[src/rtl/div_ctrl_pkg.sv]
// Shared types and constants for the sequential 16/8 restoring divider.
// Build option: DIV_SEQ_APPROX_EN enables the approximate low-order rows.
package div_ctrl_pkg;

  localparam int unsigned XW        = 16;
  localparam int unsigned YW        = 8;
  localparam int unsigned STEPS     = 8;
  localparam int unsigned APX_START = 4;
  localparam int unsigned APX_MAX   = 4;
  localparam int unsigned KW        = 3;

  typedef enum logic [1:0] {
    StIdle = 2'd0,
    StRun  = 2'd1,
    StDone = 2'd2
  } state_e;

  // Number of approximated LSBs for row s; 0 means the row is exact.
  function automatic logic [KW-1:0] row_k(input int unsigned s, input int unsigned apx_start,
                                          input bit en);
    int unsigned k;
    k = 0;
    if (en && s >= apx_start) k = s - apx_start + 1;
    if (k > APX_MAX) k = APX_MAX;
    return k[KW-1:0];
  endfunction

endpackage

[src/rtl/div_row.sv]
// One restoring-divider row: 9-bit partial remainder minus 8-bit divisor.
// k > 0 replaces the k low cells by pass-through, with y[k-1] as borrow into bit k.
module div_row
  import div_ctrl_pkg::*;
(
  input  logic [YW:0]   x9,
  input  logic [YW-1:0] y,
  input  logic [KW-1:0] k,
  output logic          qs,
  output logic [YW-1:0] r8
);

  localparam logic [KW-1:0] KOne = KW'(1);

  logic [YW-1:0] d;
  logic          b;

  always_comb begin
    d  = '0;
    b  = 1'b0;
    qs = 1'b0;
    r8 = '0;
    for (int i = 0; i < int'(YW); i++) begin
      // Borrow out of the approximated cells is not computed; it is estimated from y.
      if (k != '0 && i == int'(k)) b = y[k - KOne];
      d[i] = x9[i] ^ y[i] ^ b;
      b    = (~x9[i] & y[i]) | (~(x9[i] ^ y[i]) & b);
    end
    qs = ~b | x9[YW];
    for (int i = 0; i < int'(YW); i++) begin
      r8[i] = (i < int'(k)) ? x9[i] : (qs ? d[i] : x9[i]);
    end
  end

endmodule

[src/rtl/div_seq_ctrl.sv]
// Iterative divider sequencer: one row per clock, eight rows per division.
// Build option: DIV_SEQ_APPROX_EN makes rows APX_START..7 approximate (k = 1..4).
module div_seq_ctrl #(
  parameter int unsigned STEPS     = div_ctrl_pkg::STEPS,
  parameter int unsigned APX_START = div_ctrl_pkg::APX_START
) (
  input  logic                        clk,
  input  logic                        rst_n,
  input  logic                        in_valid,
  output logic                        in_ready,
  input  logic [div_ctrl_pkg::XW-1:0] dividend,
  input  logic [div_ctrl_pkg::YW-1:0] divisor,
  output logic                        out_valid,
  input  logic                        out_ready,
  output logic [div_ctrl_pkg::YW-1:0] quotient,
  output logic [div_ctrl_pkg::YW-1:0] remainder,
  output logic                        ovf,
  output logic                        busy
);

  import div_ctrl_pkg::*;

  localparam int unsigned CW = (STEPS > 1) ? $clog2(STEPS) : 1;
  localparam int unsigned SW = XW - YW - 1;
  localparam logic [CW-1:0] LastRow = CW'(STEPS - 1);

`ifdef DIV_SEQ_APPROX_EN
  localparam bit ApxEn = 1'b1;
`else
  localparam bit ApxEn = 1'b0;
`endif

  state_e        state_q;
  logic [CW-1:0] cnt_q;
  logic [YW:0]   p_q;
  logic [SW-1:0] xs_q;
  logic [YW-1:0] y_q;

  logic [KW-1:0] row_k_s;
  logic          row_qs;
  logic [YW-1:0] row_r8;

  assign row_k_s = row_k(32'(cnt_q), APX_START, ApxEn);

  div_row u_row (
    .x9 (p_q),
    .y  (y_q),
    .k  (row_k_s),
    .qs (row_qs),
    .r8 (row_r8)
  );

  always_ff @(posedge clk or negedge rst_n) begin
    if (!rst_n) begin
      state_q   <= StIdle;
      cnt_q     <= '0;
      p_q       <= '0;
      xs_q      <= '0;
      y_q       <= '0;
      quotient  <= '0;
      remainder <= '0;
      ovf       <= 1'b0;
    end else begin
      unique case (state_q)
        StIdle: begin
          if (in_valid) begin
            y_q     <= divisor;
            p_q     <= dividend[XW-1:YW-1];
            xs_q    <= dividend[SW-1:0];
            ovf     <= (dividend[XW-1:YW] >= divisor);
            cnt_q   <= '0;
            state_q <= StRun;
          end
        end
        StRun: begin
          quotient[LastRow - cnt_q] <= row_qs;
          cnt_q                     <= cnt_q + 1'b1;
          if (cnt_q == LastRow) begin
            remainder <= row_r8;
            state_q   <= StDone;
          end else begin
            p_q  <= {row_r8, xs_q[SW-1]};
            xs_q <= {xs_q[SW-2:0], 1'b0};
          end
        end
        StDone: begin
          if (out_ready) state_q <= StIdle;
        end
        default: state_q <= StIdle;
      endcase
    end
  end

  // Handshake flags depend only on state, never on in_valid/out_ready.
  assign in_ready  = (state_q == StIdle);
  assign out_valid = (state_q == StDone);
  assign busy      = (state_q == StRun);

endmodule

[config.mk]
export PLATFORM = sky130hd
export DESIGN_NAME = div_seq_ctrl
export DESIGN_NICKNAME = d
export VERILOG_FILES = /design/src/rtl/div_ctrl_pkg.sv /design/src/rtl/div_row.sv /design/src/rtl/div_seq_ctrl.sv
export SDC_FILE = /design/constraint.sdc
export NUM_CORES = 1
export LEC_CHECK = 0
export BUFFER_PORTS_ARGS = -buffer_cell sky130_fd_sc_hd__buf_2
export CORE_UTILIZATION = 59
export CTS_CLUSTER_SIZE = 14
export DETAILED_ROUTE_END_ITERATION = 7
export HOLD_SLACK_MARGIN = 0.08
export MAX_ROUTING_LAYER = met4
export PLACE_DENSITY = 0.84
export SETUP_SLACK_MARGIN = 0.2
export SYNTH_ARGS = -nofsm -noshare
export SYNTH_HDL_FRONTEND = slang
export SYNTH_SLANG_ARGS = --single-unit
[constraint.sdc]
create_clock -name clk -period 10.77 [get_ports clk]
set_clock_uncertainty 0.2 [all_clocks]
set_input_delay 1.077 -clock clk [delete_from_list [all_inputs] [get_ports clk]]
set_output_delay 1.077 -clock clk [all_outputs]
set_load 0.02 [all_outputs]
==> out/results.txt, run 1 <==
Post-DP Area: 0.00271 mm^2
Cells after Synth: 232
Core Box Area: 0.00403 mm^2
r2r endpoint: p_q[1]
WL met2: 2450 um
port bufs: 47
final WL: 4800 um
clock transition at the registers of the reported paths: 90 ps
cells resized by post-CTS repair: 0
postcts setup bufs: 0
status: completed
Pwr Density: 331 mW/mm^2
Rows: 23
Final WS setup: 6140 ps
Crit path arrival time: 4680 ps
slowest stage delay, CP: 430 ps
dominant cell type by area after synthesis: dfrtp_1
maximum vdd ir drop: 136 uV
initial core utilization: 0.617
Max Fanout on Critical Path: 24
Post-synth EDFFs: 0
initial antenna violation count: 0
synth top area cells: dfrtp_1 (46%), mux2_2 (7.7%), fa_1 (5.6%), ha_1 (5.5%), nand2_1 (4.2%)
WL per Instance: 14.8 um
cell area after layout: 0.00282 mm^2
worst-skew pair later-pin latency: 300 ps
Pins Over Slew Limit: 0
Layout area overhead: 13.4%
first-pass GRT wire length: 8070 um
Worst-Margin Slew: 1030 ps
Final Util: 0.700
M1 WL: 2120 um
uppermost layer routed: met4
Max-Cap Viols: 0
initial DRC count: 128
Post-Syn Nets: 278
clock sink count: 46
synth unique cells: 38
gr usage total: 0.256
gpl congestion: 0.842
die height: 66.9 um
# setup viols final: 0
most common cell in the netlist: dfrtp_1
Residual DRC: 0
Post-synth top cells: dfrtp_1 (46), nand2_1 (28), nor2_1 (22)
Slew headroom: 0.316
slowest CP cell: fa_1
dpl ws: 6190 ps
f_max: 216 MHz
TritonCTS clock tree: built
Leakage: 1.40 nW
crit path to: p_q[1]
Die Wd: 66.9 um
via count: 1812
CP cell instances: inv_1, ha_1, fa_1, fa_1, fa_1, fa_1, fa_1, fa_1, fa_1, nand2b_4, mux2_2, a211oi_1, a21o_1
filler cell count in the final layout: 323
Critical Path RT: 10810 ps
Avg Inst Size Synth: 10.7 um^2
sequential share of the synthesized area: 0.463
Post-synth ARST share: 1.00
Tot Pwr: 0.933 mW
Top-Level Pins: 48
RSZ-0062 raised after global routing: false
Ant. Diodes: 0
hold_buf cts: 0
Synth top area share: 0.463
Hold Vio Cnt, Final: 0
Max Buffers Root-to-Sink: 2
dpl hpwl: 3470 um
die area: 0.00448 mm^2
total congestion overflow: 0
Worst Setup End Kind: register
number of synthesized register bits: 46
Fin Hold WS: 277 ps
ratio of cells with drive above 1 in the final layout: 0.292
routed wl met3: 189 um
Hold Crit Class: reg2reg
final net count: 320
post-route ant nets: 0
Root Buffer: clkbuf_8
crit start category: register
R2R Setup Slk: 6140 ps
H-tree levels: 2
Critical R2R Launch: p_q[0]
total negative slack: 0 ps
most used cell, CP: fa_1
Synth warnings: 0
synthesized cell area: 0.00249 mm^2
CP Launch Point: p_q[0]
Vias/cell: 5.59
Cells after DPL: 317
Hold Path Origin: remainder[1]
number of global-route vias before repair: 1783
Num CTS Buffers: 5
Top Family by Delay on Critical Path: adder cells
Worst path depth: 13
ys flop type: dfrtp_1
minimum clock period after layout: 4630 ps
post-route insts no fill: 324
Worst Path Buf+Inv: 1
Worst R2R Path Depth: 13
largest net degree at the start of global routing: 47
Pre-antenna DRT Iters: 4
crit share post-route: 0.430
Critical Setup Path Class: reg2reg
## power breakdown
group          total (mW)  internal, mW  switching, mW
clock network       0.130        0.0743         0.0558
logic               0.478         0.211          0.267
registers           0.325         0.258         0.0666
## how the worst min path moves through the flow
stage	end	slack [ps]	depth (start not counted)
after floorplan	p_q[7]	270	2
after global placement	remainder[5]	260	1
after detailed placement	remainder[1]	260	1
after CTS	remainder[1]	280	1
after global routing	remainder[2]	300	1
final	remainder[1]	280	1
## sequential cells by signal, indices dropped and copies added (netlist names)
| signal | count |
|---|---|
| remainder | 8 |
| state_q | 2 |
| ovf | 1 |
| xs_q | 7 |
| quotient | 8 |
| cnt_q | 3 |
| p_q | 9 |
| y_q | 8 |
## cell type report
type / instances / area (um^2) / share of cell area
Sequential cell: 46 / 1150 / 0.408
Clock inverter: 1 / 30.0 / 0.0106
Tap cell: 50 / 62.6 / 0.0222
Timing Repair Buffer: 47 / 235 / 0.0834
Multi-Input combinational cell: 155 / 1180 / 0.420
Inverter: 19 / 73.8 / 0.0262
Clock buffer: 6 / 82.6 / 0.0293
## routing by layer
| metal | vias to the layer above | GRT usage |
|---|---|---|
| met5 | - | - |
| met4 | 0 | 0.0718 |
| met3 | 6 | 0.0514 |
| met2 | 43 | 0.433 |
| met1 | 880 | 0.309 |
| li1 | 883 | - |
## kinds of logic (layout without fill, tap and decap cells)
group	count (synthesis)	in the layout	share of synthesized area
and+or+nand+nor	78	78	0.168
DFF	46	46	0.463
AOI/OAI and AO/OA	42	42	0.120
buffers and inverters	31	73	0.0609
adders and majority gates	18	18	0.112
muxes	17	17	0.0770
## cells in the final DEF (no fill, tap or decap), drive strengths merged, types with 3 or more instances in the layout
cell type  synthesis  layout
a31oi             15      15
clkbuf             1       6
inv               19      19
dfrtp             46      46
buf               11      47
ha                11      11
nand3b             7       7
a21o              10      10
nor3b              8       8
nor2              23      23
fa                 7       7
a22o               4       4
mux2              17      17
nand2             29      29
o21ai              3       3
a211oi             4       4
nor2b              3       3
(Power assumes the default switching activity.)
==> run 2: changes to the inputs <==
Settings changed: ABC_AREA set to 1, CORE_UTILIZATION 59 to 50, PLACE_DENSITY 0.84 to 0.76.
Clock period 10.77 ns to 4.1 ns, I/O delays scaled along.
==> out/results.txt, run 2 <==
minimum clock period after layout: 3880 ps (was 4630 ps)
most used cell, CP: fa_2 (was fa_1)
cell area after layout: 0.00299 mm^2 (was 0.00282 mm^2)
most common cell in the netlist: nand2_1 (was dfrtp_1)
crit share post-route: 0.947 (was 0.430)
synth unique cells: 24 (was 38)
Hold Vio Cnt, Final: 0 (unchanged)
Top-Level Pins: 48 (unchanged)
Max-Cap Viols: 0 (unchanged)
Pins Over Slew Limit: 0 (unchanged)
slowest stage delay, CP: 430 ps (about the same)
commonest cells after routing, fill and taps aside: nand2_1 (69), buf_2 (47), inv_1 (46), dfrtp_1 (46), o21ai_0 (39) (was buf_2 (47), dfrtp_1 (46), nand2_1 (28))
RSZ-0062 raised after global routing: true (was false)
maximum vdd ir drop: 326 uV (was 136 uV)
final WL: 4930 um (was 4800 um)
initial antenna violation count: 0 (unchanged)
clock transition at the registers of the reported paths: 80 ps (was 90 ps)
# setup viols final: 0 (unchanged)
final net count: 392 (was 320)
CP Launch Point: y_q[0] (was p_q[0])
Die Wd: 73.6 um (was 66.9 um)
hold_buf cts: 0 (unchanged)
Ant. Diodes: 0 (unchanged)
gpl congestion: 0.818 (was 0.842)
initial core utilization: 0.532 (was 0.617)
die height: 73.6 um (was 66.9 um)
Core Box Area: 0.00482 mm^2 (was 0.00403 mm^2)
Vias/cell: 5.01 (was 5.59)
total congestion overflow: 0 (unchanged)
WL per Instance: 12.0 um (was 14.8 um)
commonest non-fill, non-tap cell in the layout: nand2_1 (was buf_2)
Max Buffers Root-to-Sink: 2 (unchanged)
ratio of cells with drive above 1 in the final layout: 0.270 (was 0.292)
Slew headroom: 0.347 (was 0.316)
Synth top area share: 0.449 (was 0.463)
Critical R2R Launch: y_q[0] (was p_q[0])
synth top area cells: dfrtp_1 (45%), nand2_1 (10%), o21ai_0 (8.8%), inv_1 (6.9%), fa_1 (5.5%) (was dfrtp_1 (46%), mux2_2 (7.7%), fa_1 (5.6%), ha_1 (5.5%), nand2_1 (4.2%))
Largest register FFs: 9 (unchanged)
Post-DP Area: 0.00283 mm^2 (was 0.00271 mm^2)
sequential share of the synthesized area: 0.449 (was 0.463)
gr usage total: 0.215 (was 0.256)
Cells after Synth: 294 (was 232)
die area: 0.00542 mm^2 (was 0.00448 mm^2)
Post-synth ARST share: 1.00 (unchanged)
crit start category: register (unchanged)
Crit path arrival time: 3920 ps (was 4680 ps)
Worst-Margin Slew: 980 ps (was 1030 ps)
TritonCTS clock tree: built (unchanged)
largest net degree at the start of global routing: 47 (unchanged)
Pwr Density: 889 mW/mm^2 (was 331 mW/mm^2)
Pre-antenna DRT Iters: 4 (unchanged)
total negative slack: 0 ps (unchanged)
Fin Hold WS: 73.0 ps (was 277 ps)
Layout area overhead: 16.6% (was 13.4%)
first-pass GRT wire length: 8470 um (was 8070 um)
port bufs: 47 (unchanged)
Critical Setup Path Class: reg2reg (unchanged)
clock sink count: 46 (unchanged)
Synth warnings: 0 (unchanged)
f_max: 258 MHz (was 216 MHz)
number of synthesized register bits: 46 (unchanged)
synthesized cell area: 0.00256 mm^2 (was 0.00249 mm^2)
initial DRC count: 122 (was 128)
via count: 2063 (was 1812)
Worst Setup End Kind: register (unchanged)
Root Buffer: clkbuf_8 (unchanged)
Avg Inst Size Synth: 8.72 um^2 (was 10.7 um^2)
most flop-heavy register: p_q (unchanged)
slowest CP cell: fa_2 (was fa_1)
dominant cell type by area after synthesis: dfrtp_1 (unchanged)
Hold Crit Class: in2async (was reg2reg)
number of global-route vias before repair: 1802 (was 1783)
Post-Syn Nets: 340 (was 278)
CP cell instances: ha_2, fa_2, fa_2, fa_2, fa_2, fa_2, fa_2, fa_2, nand2_4, buf_4, nand2_1, o21ai_2, nand2_1, nand2_1 (was inv_1, ha_1, fa_1, fa_1, fa_1, fa_1, fa_1, fa_1, fa_1, nand2b_4, mux2_2, a211oi_1, a21o_1)
ys flop type: dfrtp_1 (unchanged)
Max Fanout on Critical Path: 5 (was 24)
post-route ant nets: 0 (unchanged)
H-tree levels: 2 (unchanged)
Final Util: 0.621 (was 0.700)
Critical Path RT: 4140 ps (was 10810 ps)
dpl hpwl: 3590 um (was 3470 um)
Num CTS Buffers: 5 (unchanged)
Residual DRC: 0 (unchanged)
Rows: 25 (was 23)
status: completed (unchanged)
worst-skew pair later-pin latency: 300 ps (about the same)
Post-synth top cells: nand2_1 (69), inv_1 (47), dfrtp_1 (46) (was dfrtp_1 (46), nand2_1 (28), nor2_1 (22))
Post-synth EDFFs: 0 (unchanged)
Leakage: 1.56 nW (was 1.40 nW)
-- run 2: cell count changes in the layout (fill, tap and decap cells not counted), sizes merged, moves of 5 or more --
| cell | before | now |
|---|---|---|
| nand2 | 29 | 77 |
| a31oi | 15 | 3 |
| nor3b | 8 | 0 |
| inv | 19 | 48 |
| o21ai | 3 | 55 |
| a21oi | 1 | 6 |
| nand3b | 7 | 0 |
| mux2 | 17 | 0 |
| a21o | 10 | 0 |
| o211ai | 0 | 7 |
-- run 2: per-stage QoR --
stage                     worst slack (ps)  std cells  power (mW)
after floorplan                        229        294        1.97
after global placement                 127        400        2.18
after detailed placement              73.6        400        2.23
after CTS                              201        407        2.55
after global routing                  93.2        412        2.92
final                                  217        412        2.66
-- run 2: final timing paths --
path,endpoint,cells past startpoint,slack [ps]
worst max register to register,remainder[7],14,220
worst max-delay path,remainder[7],14,220
min in group clk,state_q[1],2,90
worst min register to register,quotient[1],2,280
worst min-delay path,xs_q[5],1,70
max in group asynchronous,y_q[0],1,3030
-- run 2: cell families (layout without fill, tap and decap cells) --
logic type / count (synthesis) / after routing / synth area share
simple gates: 102 / 105 / 0.180
compound gates: 72 / 72 / 0.165
fa+ha+maj: 18 / 18 / 0.108
buf+inv: 56 / 104 / 0.0976
flops: 46 / 46 / 0.449
-- run 2: critical path, delay by kind of cell, from the launching register on --
kind | cells | cell delay [ps]
and+or+nand+nor | 4 | 360
AOI/OAI and AO/OA | 1 | 80
adders and majority gates | 8 | 2670
DFF | 1 | 390
buffers and inverters | 1 | 120
-- run 2: area by class of cell --
type | count | area, um^2
inverters | 48 | 185
repair buffers | 50 | 258
fillers | 436 | 1830
well taps | 67 | 83.8
multi-input cells | 195 | 1230
clock buffers | 6 | 82.6
flip-flops and latches | 46 | 1150
-- run 2: metal layers --
metal  share of wire  global-route usage  vias up
li1                -                   -     1045
met1            0.49               0.296      955
met2            0.45               0.320       57
met3           0.045              0.0412        6
met4           0.015              0.0705        0
met5               0                   -        -
-- run 2: what timing repair did --
item | 4_1_cts | 5_1_grt
endpoints found under the setup margin | 22 | 21
gates cloned | 1 | 2
gates resized for setup | 3 | 14
pin swaps | 3 | 5
setup buffers | 0 | 3
-- run 2: where the power goes --
| group | internal, mW | total [mW] | leakage (nW) | switching (mW) |
|---|---|---|---|---|
| combinational | 0.567 | 1.57 | 0.958 | 0.999 |
| clock | 0.130 | 0.271 | 0.0431 | 0.141 |
| sequential | 0.675 | 0.821 | 0.557 | 0.146 |
| total | 1.37 | 2.66 | 1.56 | 1.29 |
